## src/rtl/mc_ctrl_pkg.sv

```systemverilog
// Shared encodings for the multicycle ARM control unit: FSM states, mux selects,
// opcode/condition/command constants and the condition-check helper.
package mc_ctrl_pkg;

  typedef enum logic [3:0] {
    FETCH, DECODE, MEMADR, MEMRD, MEMWB, MEMWR,
    EXECUTER, EXECUTEI, ALUWB, BRANCH, UNKNOWN
  } state_t;

  localparam logic [1:0] ALU_ADD = 2'b00;
  localparam logic [1:0] ALU_SUB = 2'b01;
  localparam logic [1:0] ALU_AND = 2'b10;
  localparam logic [1:0] ALU_ORR = 2'b11;

  localparam logic [1:0] SRCA_REG = 2'b00;
  localparam logic [1:0] SRCA_PC  = 2'b01;

  localparam logic [1:0] SRCB_WD   = 2'b00;
  localparam logic [1:0] SRCB_IMM  = 2'b01;
  localparam logic [1:0] SRCB_FOUR = 2'b10;

  localparam logic [1:0] RES_ALUOUT = 2'b00;
  localparam logic [1:0] RES_DATA   = 2'b01;
  localparam logic [1:0] RES_ALURES = 2'b10;

  localparam logic [1:0] OP_DP  = 2'b00;
  localparam logic [1:0] OP_MEM = 2'b01;
  localparam logic [1:0] OP_BR  = 2'b10;

  localparam logic [3:0] CMD_ADD = 4'b0100;
  localparam logic [3:0] CMD_SUB = 4'b0010;
  localparam logic [3:0] CMD_AND = 4'b0000;
  localparam logic [3:0] CMD_ORR = 4'b1100;

  localparam logic [3:0] COND_EQ = 4'b0000;
  localparam logic [3:0] COND_NE = 4'b0001;
  localparam logic [3:0] COND_CS = 4'b0010;
  localparam logic [3:0] COND_CC = 4'b0011;
  localparam logic [3:0] COND_MI = 4'b0100;
  localparam logic [3:0] COND_PL = 4'b0101;
  localparam logic [3:0] COND_VS = 4'b0110;
  localparam logic [3:0] COND_VC = 4'b0111;
  localparam logic [3:0] COND_HI = 4'b1000;
  localparam logic [3:0] COND_LS = 4'b1001;
  localparam logic [3:0] COND_GE = 4'b1010;
  localparam logic [3:0] COND_LT = 4'b1011;
  localparam logic [3:0] COND_GT = 4'b1100;
  localparam logic [3:0] COND_LE = 4'b1101;
  localparam logic [3:0] COND_AL = 4'b1110;

  // flags is {N,Z,C,V}; the 1111 encoding never executes.
  function automatic logic cond_holds(input logic [3:0] cond, input logic [3:0] flags);
    logic n, z, c, v, res;
    {n, z, c, v} = flags;
    case (cond)
      COND_EQ: res = z;
      COND_NE: res = !z;
      COND_CS: res = c;
      COND_CC: res = !c;
      COND_MI: res = n;
      COND_PL: res = !n;
      COND_VS: res = v;
      COND_VC: res = !v;
      COND_HI: res = c & !z;
      COND_LS: res = !c | z;
      COND_GE: res = (n == v);
      COND_LT: res = (n != v);
      COND_GT: res = !z & (n == v);
      COND_LE: res = z | (n != v);
      COND_AL: res = 1'b1;
      default: res = 1'b0;
    endcase
    return res;
  endfunction

endpackage

```

## src/rtl/cond_unit.sv

```systemverilog
// Registered NZCV flags, condition evaluation and gating of the architectural
// write enables; every enable is held low while reset is asserted.
module cond_unit
  import mc_ctrl_pkg::*;
(
  input  logic       clk,
  input  logic       reset,
  input  logic [3:0] cond,
  input  logic [3:0] ALUFlags,
  input  logic [1:0] FlagW,
  input  logic       PCS,
  input  logic       NextPC,
  input  logic       RegW,
  input  logic       MemW,
  output logic       PCWrite,
  output logic       RegWrite,
  output logic       MemWrite
);

  logic [3:0] flags_reg;
  logic       cond_ex;

  assign cond_ex = cond_holds(cond, flags_reg);

  // FlagW[1] covers N,Z; FlagW[0] covers C,V so logical ops leave C,V alone.
  always_ff @(posedge clk) begin
    if (!reset) begin
      flags_reg <= 4'b0000;
    end else begin
      if (FlagW[1] && cond_ex) flags_reg[3:2] <= ALUFlags[3:2];
      if (FlagW[0] && cond_ex) flags_reg[1:0] <= ALUFlags[1:0];
    end
  end

  assign PCWrite  = reset & (NextPC | (PCS & cond_ex));
  assign RegWrite = reset & RegW & cond_ex;
  assign MemWrite = reset & MemW & cond_ex;

endmodule

```

## src/rtl/mc_controller.sv

```systemverilog
// Multicycle ARM control unit: instruction-sequencing FSM and ALU decoder,
// with flag storage and write gating delegated to cond_unit.
module mc_controller
  import mc_ctrl_pkg::*;
(
  input  logic        clk,
  input  logic        reset,
  input  logic [31:0] Instr,
  input  logic [3:0]  ALUFlags,
  output logic        PCWrite,
  output logic        MemWrite,
  output logic        RegWrite,
  output logic        IRWrite,
  output logic        AdrSrc,
  output logic [1:0]  RegSrc,
  output logic [1:0]  ALUSrcA,
  output logic [1:0]  ALUSrcB,
  output logic [1:0]  ResultSrc,
  output logic [1:0]  ImmSrc,
  output logic [1:0]  ALUControl
);

  state_t state_reg, state_next, state_eff;

  logic [3:0] cond;
  logic [1:0] op;
  logic [5:0] funct;
  logic       rd_pc;
  logic       unused_instr;

  logic       next_pc, reg_w, mem_w, branch, ir_write, alu_decode;
  logic [1:0] alu_dec, flag_w_dec, flag_w;

  assign cond         = Instr[31:28];
  assign op           = Instr[27:26];
  assign funct        = Instr[25:20];
  assign rd_pc        = (Instr[15:12] == 4'd15);
  assign unused_instr = ^{Instr[19:16], Instr[11:0]};

  always_ff @(posedge clk) begin
    if (!reset) state_reg <= FETCH;
    else        state_reg <= state_next;
  end

  always_comb begin
    state_next = FETCH;
    case (state_reg)
      FETCH:    state_next = DECODE;
      DECODE: begin
        case (op)
          OP_DP:   state_next = funct[5] ? EXECUTEI : EXECUTER;
          OP_MEM:  state_next = MEMADR;
          OP_BR:   state_next = BRANCH;
          default: state_next = UNKNOWN;
        endcase
      end
      MEMADR:   state_next = funct[0] ? MEMRD : MEMWR;
      MEMRD:    state_next = MEMWB;
      EXECUTER: state_next = ALUWB;
      EXECUTEI: state_next = ALUWB;
      UNKNOWN:  state_next = UNKNOWN;
      default:  state_next = FETCH;
    endcase
  end

  // While reset is asserted the mux selects present FETCH values.
  assign state_eff = reset ? state_reg : FETCH;

  always_comb begin
    next_pc    = 1'b0;
    reg_w      = 1'b0;
    mem_w      = 1'b0;
    branch     = 1'b0;
    ir_write   = 1'b0;
    alu_decode = 1'b0;
    AdrSrc     = 1'b0;
    ALUSrcA    = SRCA_REG;
    ALUSrcB    = SRCB_WD;
    ResultSrc  = RES_ALUOUT;
    case (state_eff)
      FETCH: begin
        ir_write  = 1'b1;
        next_pc   = 1'b1;
        ALUSrcA   = SRCA_PC;
        ALUSrcB   = SRCB_FOUR;
        ResultSrc = RES_ALURES;
      end
      DECODE: begin
        ALUSrcA   = SRCA_PC;
        ALUSrcB   = SRCB_FOUR;
        ResultSrc = RES_ALURES;
      end
      MEMADR:   ALUSrcB = SRCB_IMM;
      MEMRD:    AdrSrc  = 1'b1;
      MEMWB: begin
        reg_w     = 1'b1;
        ResultSrc = RES_DATA;
      end
      MEMWR: begin
        AdrSrc = 1'b1;
        mem_w  = 1'b1;
      end
      EXECUTER: alu_decode = 1'b1;
      EXECUTEI: begin
        alu_decode = 1'b1;
        ALUSrcB    = SRCB_IMM;
      end
      ALUWB:    reg_w = 1'b1;
      BRANCH: begin
        ALUSrcB   = SRCB_IMM;
        ResultSrc = RES_ALURES;
        branch    = 1'b1;
      end
      default: ;
    endcase
  end

  // Unrecognised commands still add, but never touch the flags.
  always_comb begin
    alu_dec    = ALU_ADD;
    flag_w_dec = 2'b00;
    case (funct[4:1])
      CMD_ADD: begin alu_dec = ALU_ADD; flag_w_dec = {2{funct[0]}}; end
      CMD_SUB: begin alu_dec = ALU_SUB; flag_w_dec = {2{funct[0]}}; end
      CMD_AND: begin alu_dec = ALU_AND; flag_w_dec = {funct[0], 1'b0}; end
      CMD_ORR: begin alu_dec = ALU_ORR; flag_w_dec = {funct[0], 1'b0}; end
      default: ;
    endcase
  end

  assign ALUControl = alu_decode ? alu_dec : ALU_ADD;
  assign flag_w     = alu_decode ? flag_w_dec : 2'b00;
  assign IRWrite    = reset & ir_write;
  assign ImmSrc     = op;
  assign RegSrc     = {op == OP_MEM, op == OP_BR};

  cond_unit u_cond (
    .clk      (clk),
    .reset    (reset),
    .cond     (cond),
    .ALUFlags (ALUFlags),
    .FlagW    (flag_w),
    .PCS      (branch | (reg_w & rd_pc)),
    .NextPC   (next_pc),
    .RegW     (reg_w & !rd_pc),
    .MemW     (mem_w),
    .PCWrite  (PCWrite),
    .RegWrite (RegWrite),
    .MemWrite (MemWrite)
  );

endmodule
```

## config.mk

```make
export PLATFORM = sky130hd
export DESIGN_NAME = mc_controller
export DESIGN_NICKNAME = d
export VERILOG_FILES = /design/src/rtl/mc_ctrl_pkg.sv /design/src/rtl/cond_unit.sv /design/src/rtl/mc_controller.sv
export SDC_FILE = /design/constraint.sdc
export NUM_CORES = 1
export LEC_CHECK = 0
export BUFFER_PORTS_ARGS = -buffer_cell sky130_fd_sc_hd__clkbuf_2
export CAP_MARGIN = 30
export CORE_UTILIZATION = 45
export DETAILED_ROUTE_END_ITERATION = 6
export PLACE_DENSITY = 0.9
export SLEW_MARGIN = 20
export SYNTH_ARGS = -nofsm -noshare
export SYNTH_HDL_FRONTEND = slang
export SYNTH_SLANG_ARGS = --single-unit
```

## constraint.sdc

```tcl
create_clock -name clk -period 5.4 [get_ports clk]
set_clock_uncertainty 0.2 [all_clocks]
set_input_delay 0.54 -clock clk [delete_from_list [all_inputs] [get_ports clk]]
set_output_delay 0.54 -clock clk [all_outputs]
set_load 0.01 [all_outputs]
```

Word level (Yosys, flattened, before mapping). Cells that the tools add are included.

Bits in latches: 0. Input port bits: 38. Flip-flop bits (word level): 8. Word-level logic and storage cells: 95. Output and inout port bits: 17. Memory bits (read-only): 0. Bits in writable memories: 0. Memories: 0.

Multipliers: 0. Bitwise operators: 15. Equal/unequal tests: 37. Mux-type cells: 19. Div/mod/pow operators: 0. Shift-type cells: 0. Add/sub/neg operators: 0. Reductions and logical operators: 21. $lt $le $gt $ge: 0.

Operators with widths (count): == test 4 bit, second input constant (12); == test 4 x 3 -> 1 bit, second input constant (11); == test 4 x 2 -> 1 bit, second input constant (7); case mux 4 bit (6 select lines) (1); logical NOT 4 bit (4); case mux 1 bit (15 select lines) (1); OR reduction 2 bit (7); == test 4 x 1 -> 1 bit, second input constant (3); case mux 2 bit (2 select lines) (3); case mux 4 bit (3 select lines) (1); AND 1 bit (11); 2-to-1 mux 1 bit (8); case mux 2 bit (3 select lines) (1); OR reduction 3 bit (2); logical NOT 1 bit (5); 2-to-1 mux 2 bit (2); 2-to-1 mux 4 bit (1); bitwise OR 1 bit (4); 2-to-1 mux 3 bit (1); == test 2 x 1 -> 1 bit, second input constant (1); == test 2 bit, second input constant (1); logical AND 1 bit (2); logical NOT 2 bit (1); == test 1 bit (1); inequality test 1 bit (1).

Logic depth before layout (Yosys ltp). Gate-level depths: netlist (run 1).

Depth in word-level cells: 9. Mapped depth: 7. Gate-level depth less buffers: 6.

Hierarchy. From an unflattened synthesis (run 1), not the netlist that was laid out.

Cell total of the unflattened synthesis: 128. Area total of the unflattened synthesis: 1022.2 µm².

By module, submodules not included: mc_controller (cells an instance 70, times used 1, area an instance 534.3 µm², sequential area each 80.1 µm²); cond_unit (cells an instance 58, times used 1, area an instance 488.0 µm², sequential area each 80.1 µm²).

Worst setup path after synthesis (run 1). Ideal clock, no wire load.

Kind: input -> output. Start: input Instr[28]. End: output RegWrite. Data required time: 4.660 ns. Arrival time: 1.778 ns. Slack: 2.882 ns. Cell stages on the path: 7. Path buffers: 1. Path through: buf_6 > xor2_1 > a32o_2 > nor4_4 > o311a_4 > nor2_1 > and3_1.

Word-level cells in the longest chain between the ends: 3. Elaborated cells between the ends (all ways): 17.

RTL lines: start: declaration (RTL line mc_controller.sv:8) `input logic [31:0] Instr,`; == test 4 bit, or another cell as far along (RTL line mc_ctrl_pkg.sv:55) `case (cond)`; case mux 1 bit (15 select lines) * (RTL line mc_ctrl_pkg.sv:55); AND 1 bit * (RTL line cond_unit.sv:36) `assign RegWrite = reset & RegW & cond_ex;`; end: declaration (RTL line mc_controller.sv:12) `output logic RegWrite,`.

Every way passes the cells marked *; elsewhere a longest branch is shown, timed or not.

Worst setup path in the final report (run 1). Ends and elaborated chain as after synthesis.

==> summary.txt, run 1 <==
STA
  • Worst hold slack after final layout: 308 ps
  • Max frequency: 0.364 GHz
  • Final hold violations: 0
  • Actual slew at the worst max-slew pin: ~500 ps
  • Setup-failing EPs final: 0
  • Pins Over Slew Limit: 0
  • Worst relative slew slack: 0.664
  • Time the final worst path needs with I/O delays and setup: 2750 ps
  • Setup repair after global routing missed its margin: false
  • Final total negative setup slack: 0 ps
  • Fin crit share: 0.509

GRT
  • Number of antenna violations at the first check in global routing: 0
  • Wire length of the first global-routing pass: about 3.1 mm
  • Largest net degree at the start of global routing: 17
  • GRT Util Overall: 0.203
  • Number of global-route vias before repair: 815
  • Overall overflow remaining after global route: 0

Drt
  • Total iterations of the first detailed-routing run: 4
  • Antenna-violating nets left: 0
  • Routed length per placed instance: 11.1 µm
  • Final wirelength: around 2.0 mm
  • Per-cell via count in the routed design: 5.44
  • Final routed DRC violation total: 0
  • Vias after detailed routing: 958
  • Drt first-iter violations: 22

Synth
  • Share of synthesized area occupied by flip-flops and latches: 0.184
  • Fraction of synthesis flops using an asynchronous set or reset pin: 0
  • Syn avg cell area: between 7 and 8 µm²
  • Share of the synthesized area in the top cell type: 0.184
  • Netlist cell types: 38
  • Number of flops mapped to enable cells by yosys: 0
  • Most used flip-flop cell after synthesis: dfxtp_1
  • Synthesized instance count: 123
  • Synth cell count leaders: nor2_1 (19), nand2_1 (16), dfxtp_1 (8), nor2b_1 (7), o21ai_0 (7)
  • Top post-synthesis cells by area: dfxtp_1 (18%), nor2_1 (8.2%), nand2_1 (6.9%)
  • Register bit total from synthesis: 8
  • Yosys warning count: 0
  • Synthesized area: ~870 µm²
  • Dominant cell type by area after synthesis: dfxtp_1
  • Syn Nets: between 150 and 200
  • Leading cell type by number of instances after synthesis: nor2_1

Min path
  • Worst hold path depth: 2
  • Min-Delay Path Class: reg2reg
  • Startpoint of the lowest-slack hold path: u_cond.flags_reg[1]
  • Hold-critical path endpoint: u_cond.flags_reg[1]

Critical path
  • CP startpoint kind: input pin
  • Worst R2R Start: state_reg[2]
  • Internal reg-to-reg setup slack: 3360 ps
  • Critical Path Fanout Max: 8
  • CP Capture Type: primary output
  • Endpoint arrival time on the critical path: 2010 ps
  • Number of cell instances on the worst register-to-register path: 4
  • Worst reg2reg endpoint: u_cond.flags_reg[0]
  • Crit path kind: in2out
  • Worst EP required: approximately 4700 ps

CTS
  • Clock tree from TritonCTS: done
  • Level count of the clock H-tree: 1
  • Later-pin clock latency in the skew report: between 200 and 300 ps
  • Largest buffer count on any clock path: 2
  • CTS root buf: clkbuf_4
  • Count of cells resized by post-cts repair: 0
  • Clock net sink count: 8
  • Post-CTS repair timing setup buffer count: 0
  • Number of buffers added by the clock tree synthesis step: 3
  • Post-cts hold buffer count: 0
  • Clock edge transition at the registers on the reported setup and hold paths: 50 ps

Placement
  • Detail Placement HPWL: between 1.5 and 2 mm
  • Port-buffer cells: 37
  • Global placement routability congestion: 0.847

Cells and area
  • Multi-input logic area: ~620 µm²
  • Ratio of cells with drive above 1 in the final layout: 0.305
  • Antenna Diode Count: 0
  • Register cell area after layout: around 160 µm²
  • Synthesis-to-layout area growth: 19.1%
  • Number of nets in the finished design: 191
  • Filler instances: 188

Floorplanning
  • Die Y-Extent: 46.0 µm
  • Chip Width: 46.0 µm
  • Standard-cell rows: 15
  • Io pins: 55
  • Core outline area: 1760 µm²
  • Die Outline Area: 2120 µm²
  • Effective utilization at floorplan: 0.494

Run status
  • Status: complete, no violations

Flow run
  • Max-cap viol count: 0

Power and ir drop
  • Leakage power total: 0.499 nW
  • Ratio of total power to cell area: approximately 170 nW/µm²
  • Peak supply drop: 0.000155 V
-- final cells by class --
class                           count  share of cell area
Multi-Input combinational cell     99               0.601
Timing Repair Buffer               37               0.179
Sequential cell                     8               0.154
Tap cell                           25              0.0302
Clock buffer                        3              0.0217
Inverter                            4              0.0145
-- placed cells by master (no fill, tap or decap), types with 2 or more instances in the layout --
cell type,instances
a21oi_1,5
and2_1,4
clkbuf_2,37
clkbuf_4,3
dfxtp_1,8
inv_1,4
mux2i_1,4
nand2_1,16
nand3b_1,3
nor2_1,19
nor2b_1,7
nor3_1,3
nor3b_1,2
nor4_1,3
o21ai_0,7
o311ai_1,2
o31ai_1,2
xnor2_1,3
xor2_1,2
-- logic make-up (layout without fill, tap and decap cells) --
logic type                after synthesis  count (layout)  synth area share
AOI/OAI and AO/OA                      23              23             0.198
buffers and inverters                  16              44             0.101
muxes                                   4               4            0.0460
other                                   1               1           0.00431
xor gates and xnor gates                5               5            0.0503
and+or+nand+nor                        66              66             0.417
DFF                                     8               8             0.184
-- power by group --
group | switching [W] | total (W) | internal, W
Clock | 0.0000195 | 0.0000449 | 0.0000254
Sequential | 0.00000860 | 0.0000707 | 0.0000621
Combinational | 0.0000334 | 0.0000617 | 0.0000283
Total | 0.0000615 | 0.000177 | 0.000116
-- critical path, cell delays in order --
cell	delay [ps]
clkbuf_2	150
xor2_1	160
a32o_2	280
nor4_4	230
o311a_4	290
nor2_1	70
and3_1	170
clkbuf_2	120
-- per-stage QoR --
stage	instances	util	instance area, µm²	setup slack (ps)	power (W)
4_1_cts	176	0.588	1040	2650	0.000179
5_1_grt	176	0.588	1040	2570	0.000191
6_report	176	0.588	1040	2650	0.000177
3_3_place_gp	173	0.575	1010	2680	0.000131
3_5_place_dp	173	0.575	1010	2650	0.000134
2_1_floorplan	123	-	871	2880	0.000115
-- metal layers --
layer	track usage	up-vias	share of wire
met3	0.0238	2	0.048
met2	0.380	29	0.54
met4	0.0882	0	0.0077
met5	0	-	0
li1	-	485	-
met1	0.225	442	0.41
-- worst max-delay path by stage --
stage                   start       end  slack [ps]  cells past startpoint
detailed placement  Instr[28]  RegWrite        2650                      8
global placement    Instr[28]  RegWrite        2680                      8
floorplan           Instr[28]  RegWrite        2880                      7
finish              Instr[28]  RegWrite        2650                      8
global route        Instr[28]   PCWrite        2570                      8
CTS                 Instr[28]  RegWrite        2650                      8
No activity file was read; power rests on OpenSTA's default activity.
==> inputs of run 2 (changes only) <==
- CORE_UTILIZATION: 45 -> 38
- PLACE_DENSITY: 0.9 -> 0.82
- clock period: 5.4 -> 2.3 ns (I/O delays scaled with it)
==> run 2 against run 1 <==
Net effect: register-to-register slack lost 3100 ps; combinational power rose to 2.6 times the previous value; cell count is 2.8% higher; wire length up 8.9%; clock power increased by 140%; critical path type is now reg2out.
==> summary.txt, run 2 (synthesis gave the netlist of run 1 again) <==
Run status
  • Status: complete, no violations

STA
  • Final hold violations: 0
  • Worst relative slew slack: 0.648
  • Pins Over Slew Limit: 0
  • Setup repair after global routing missed its margin: true
  • Fin crit share: 0.985
  • Final total negative setup slack: 0 ps
  • Actual slew at the worst max-slew pin: 527 ps
  • Max frequency: between 0.4 and 0.5 GHz
  • Time the final worst path needs with I/O delays and setup: 2270 ps
  • Setup-failing EPs final: 0

Placement
  • Detail Placement HPWL: 1.63 mm
  • Global placement routability congestion: ~0.79
  • Placed standard-cell area: 1020 µm²
  • Port-buffer cells: 37

Floorplanning
  • Io pins: 55
  • Die Y-Extent: 49.9 µm
  • Effective utilization at floorplan: 0.422
  • Core outline area: around 2100 µm²
  • Standard-cell rows: 16
  • Die Outline Area: 2490 µm²
  • Chip Width: 49.9 µm

Critical path
  • Worst EP required: 1870 ps
  • Number of cell instances on the worst register-to-register path: 7
  • Critical-path cell list: xor2_4 -> o2bb2ai_4 -> xnor2_2 -> o311a_4 -> nor2_4 -> and3_4 -> buf_6
  • CP Capture Type: primary output
  • Critical Path Fanout Max: 5
  • Worst R2R Start: u_cond.flags_reg[0]
  • Crit path kind: reg2out
  • Worst reg2reg endpoint: u_cond.flags_reg[1]
  • Internal reg-to-reg setup slack: about 260 ps
  • Slowest CP cell: dfxtp_4
  • Endpoint arrival time on the critical path: 1840 ps
  • Stage delay of the slowest cell on the critical path: 390 ps
  • CP startpoint kind: register

Cells and area
  • Commonest non-fill, non-tap cell in the layout: clkbuf_2
  • Synthesis-to-layout area growth: 30.2%
  • Antenna Diode Count: 0
  • Leading cell types in the layout, fill and taps excluded: clkbuf_2 (36), nor2_1 (18), nand2_1 (16)
  • Final instance area: 1130 µm²
  • Filler instances: 195
  • Ratio of cells with drive above 1 in the final layout: 0.364
  • Number of nets in the finished design: 194

GRT
  • Wire length of the first global-routing pass: 3.39 mm
  • Met3 routing resource usage after global routing: 0.0463
  • Met2 track demand over resource: 0.324
  • Number of global-route vias before repair: 815
  • Overall overflow remaining after global route: 0
  • Largest net degree at the start of global routing: 17
  • GRT Util Overall: 0.175
  • M1 GR Usage: 0.199
  • Number of antenna violations at the first check in global routing: 0
  • Global-route layer with the greatest usage: met2

Flow run
  • Max-cap viol count: 0

Power and ir drop
  • Ratio of total power to cell area: 381 nW/µm²
  • Leakage power total: 0.525 nW
  • Peak supply drop: 0.000289 V

Drt
  • Routed length per placed instance: 11.7 µm
  • Antenna-violating nets left: 0
  • Final routed DRC violation total: 0
  • Drt first-iter violations: 13
  • Final wirelength: 2.13 mm
  • Total iterations of the first detailed-routing run: 4
  • Vias after detailed routing: 947
  • Per-cell via count in the routed design: 5.23

CTS
  • CTS root buf: clkbuf_4
  • Level count of the clock H-tree: 1
  • Clock net sink count: 8
  • Clock tree from TritonCTS: done
  • Later-pin clock latency in the skew report: 250 ps
  • Clock edge transition at the registers on the reported setup and hold paths: roughly 50 ps
  • Number of buffers added by the clock tree synthesis step: 3
  • Largest buffer count on any clock path: 2

Min path
  • Startpoint of the lowest-slack hold path: ALUFlags[3]
  • Hold-critical path endpoint: u_cond.flags_reg[3]
  • Worst hold path depth: 3
  • Min-Delay Path Class: in2reg
-- run 2: how the worst max path moves through the flow --
| stage | endpoint | depth (start not counted) | from | slack, ps |
|---|---|---|---|---|
| 2_1_floorplan | RegWrite | 7 | Instr[28] | 400 |
| 3_3_place_gp | RegWrite | 8 | Instr[28] | 190 |
| 3_5_place_dp | RegWrite | 8 | Instr[28] | 150 |
| 4_1_cts | RegWrite | 7 | u_cond.flags_reg[2] | 0.2 |
| 5_1_grt | RegWrite | 7 | u_cond.flags_reg[0] | -60 |
| 6_report | RegWrite | 7 | u_cond.flags_reg[0] | 30 |
-- run 2: layout make-up --
cell class / count / area [µm²] / share of cell area
sequential: 8 / 169 / 0.149
tap: 27 / 33.8 / 0.0298
multi-input combinational: 99 / 677 / 0.597
clock buffer: 3 / 22.5 / 0.0199
timing repair buffer: 40 / 216 / 0.191
inverter: 4 / 15.0 / 0.0132
-- run 2: where the power goes --
group	leakage (nW)	switching (W)	total, W	internal, W
Combinational	0.444	0.0000851	0.000160	0.0000749
Clock	0.0138	0.0000469	0.000107	0.0000597
Sequential	0.0672	0.0000224	0.000166	0.000143
Total	0.525	0.000154	0.000432	0.000278
-- run 2: timing repair --
item,4_1_cts,5_1_grt
buffers inserted,0,1
hold buffers,0,1
hold endpoints to repair,0,1
endpoints found under the setup margin,2,2
pin swaps,2,4
resized for setup,3,12
-- run 2: critical path: cells and delay by family (launching register included) --
kind | cells | cell delay [ps]
AOI/OAI and AO/OA | 2 | 480
xor gates and xnor gates | 2 | 330
buffers and inverters | 1 | 90
DFF | 1 | 390
and+or+nand+nor | 2 | 290
-- run 2: per-layer routing --
layer	share of wire	wire (µm)
met1	0.42	883
met2	0.53	1120
met3	0.055	117
met4	0	0
met5	0	0
-- run 2: per-stage QoR --
stage / utilization / worst slack [ps] / total power (W) / hold slack [ps] / std cells
2_1_floorplan: - / 402 / 0.000271 / 167 / 123
3_3_place_gp: 0.497 / 195 / 0.000310 / 264 / 176
3_5_place_dp: 0.497 / 148 / 0.000317 / 266 / 176
4_1_cts: 0.513 / 0.216 / 0.000425 / 6.63 / 179
5_1_grt: 0.550 / -57.4 / 0.000464 / 21.3 / 181
6_report: 0.550 / 34.7 / 0.000432 / 13.0 / 181
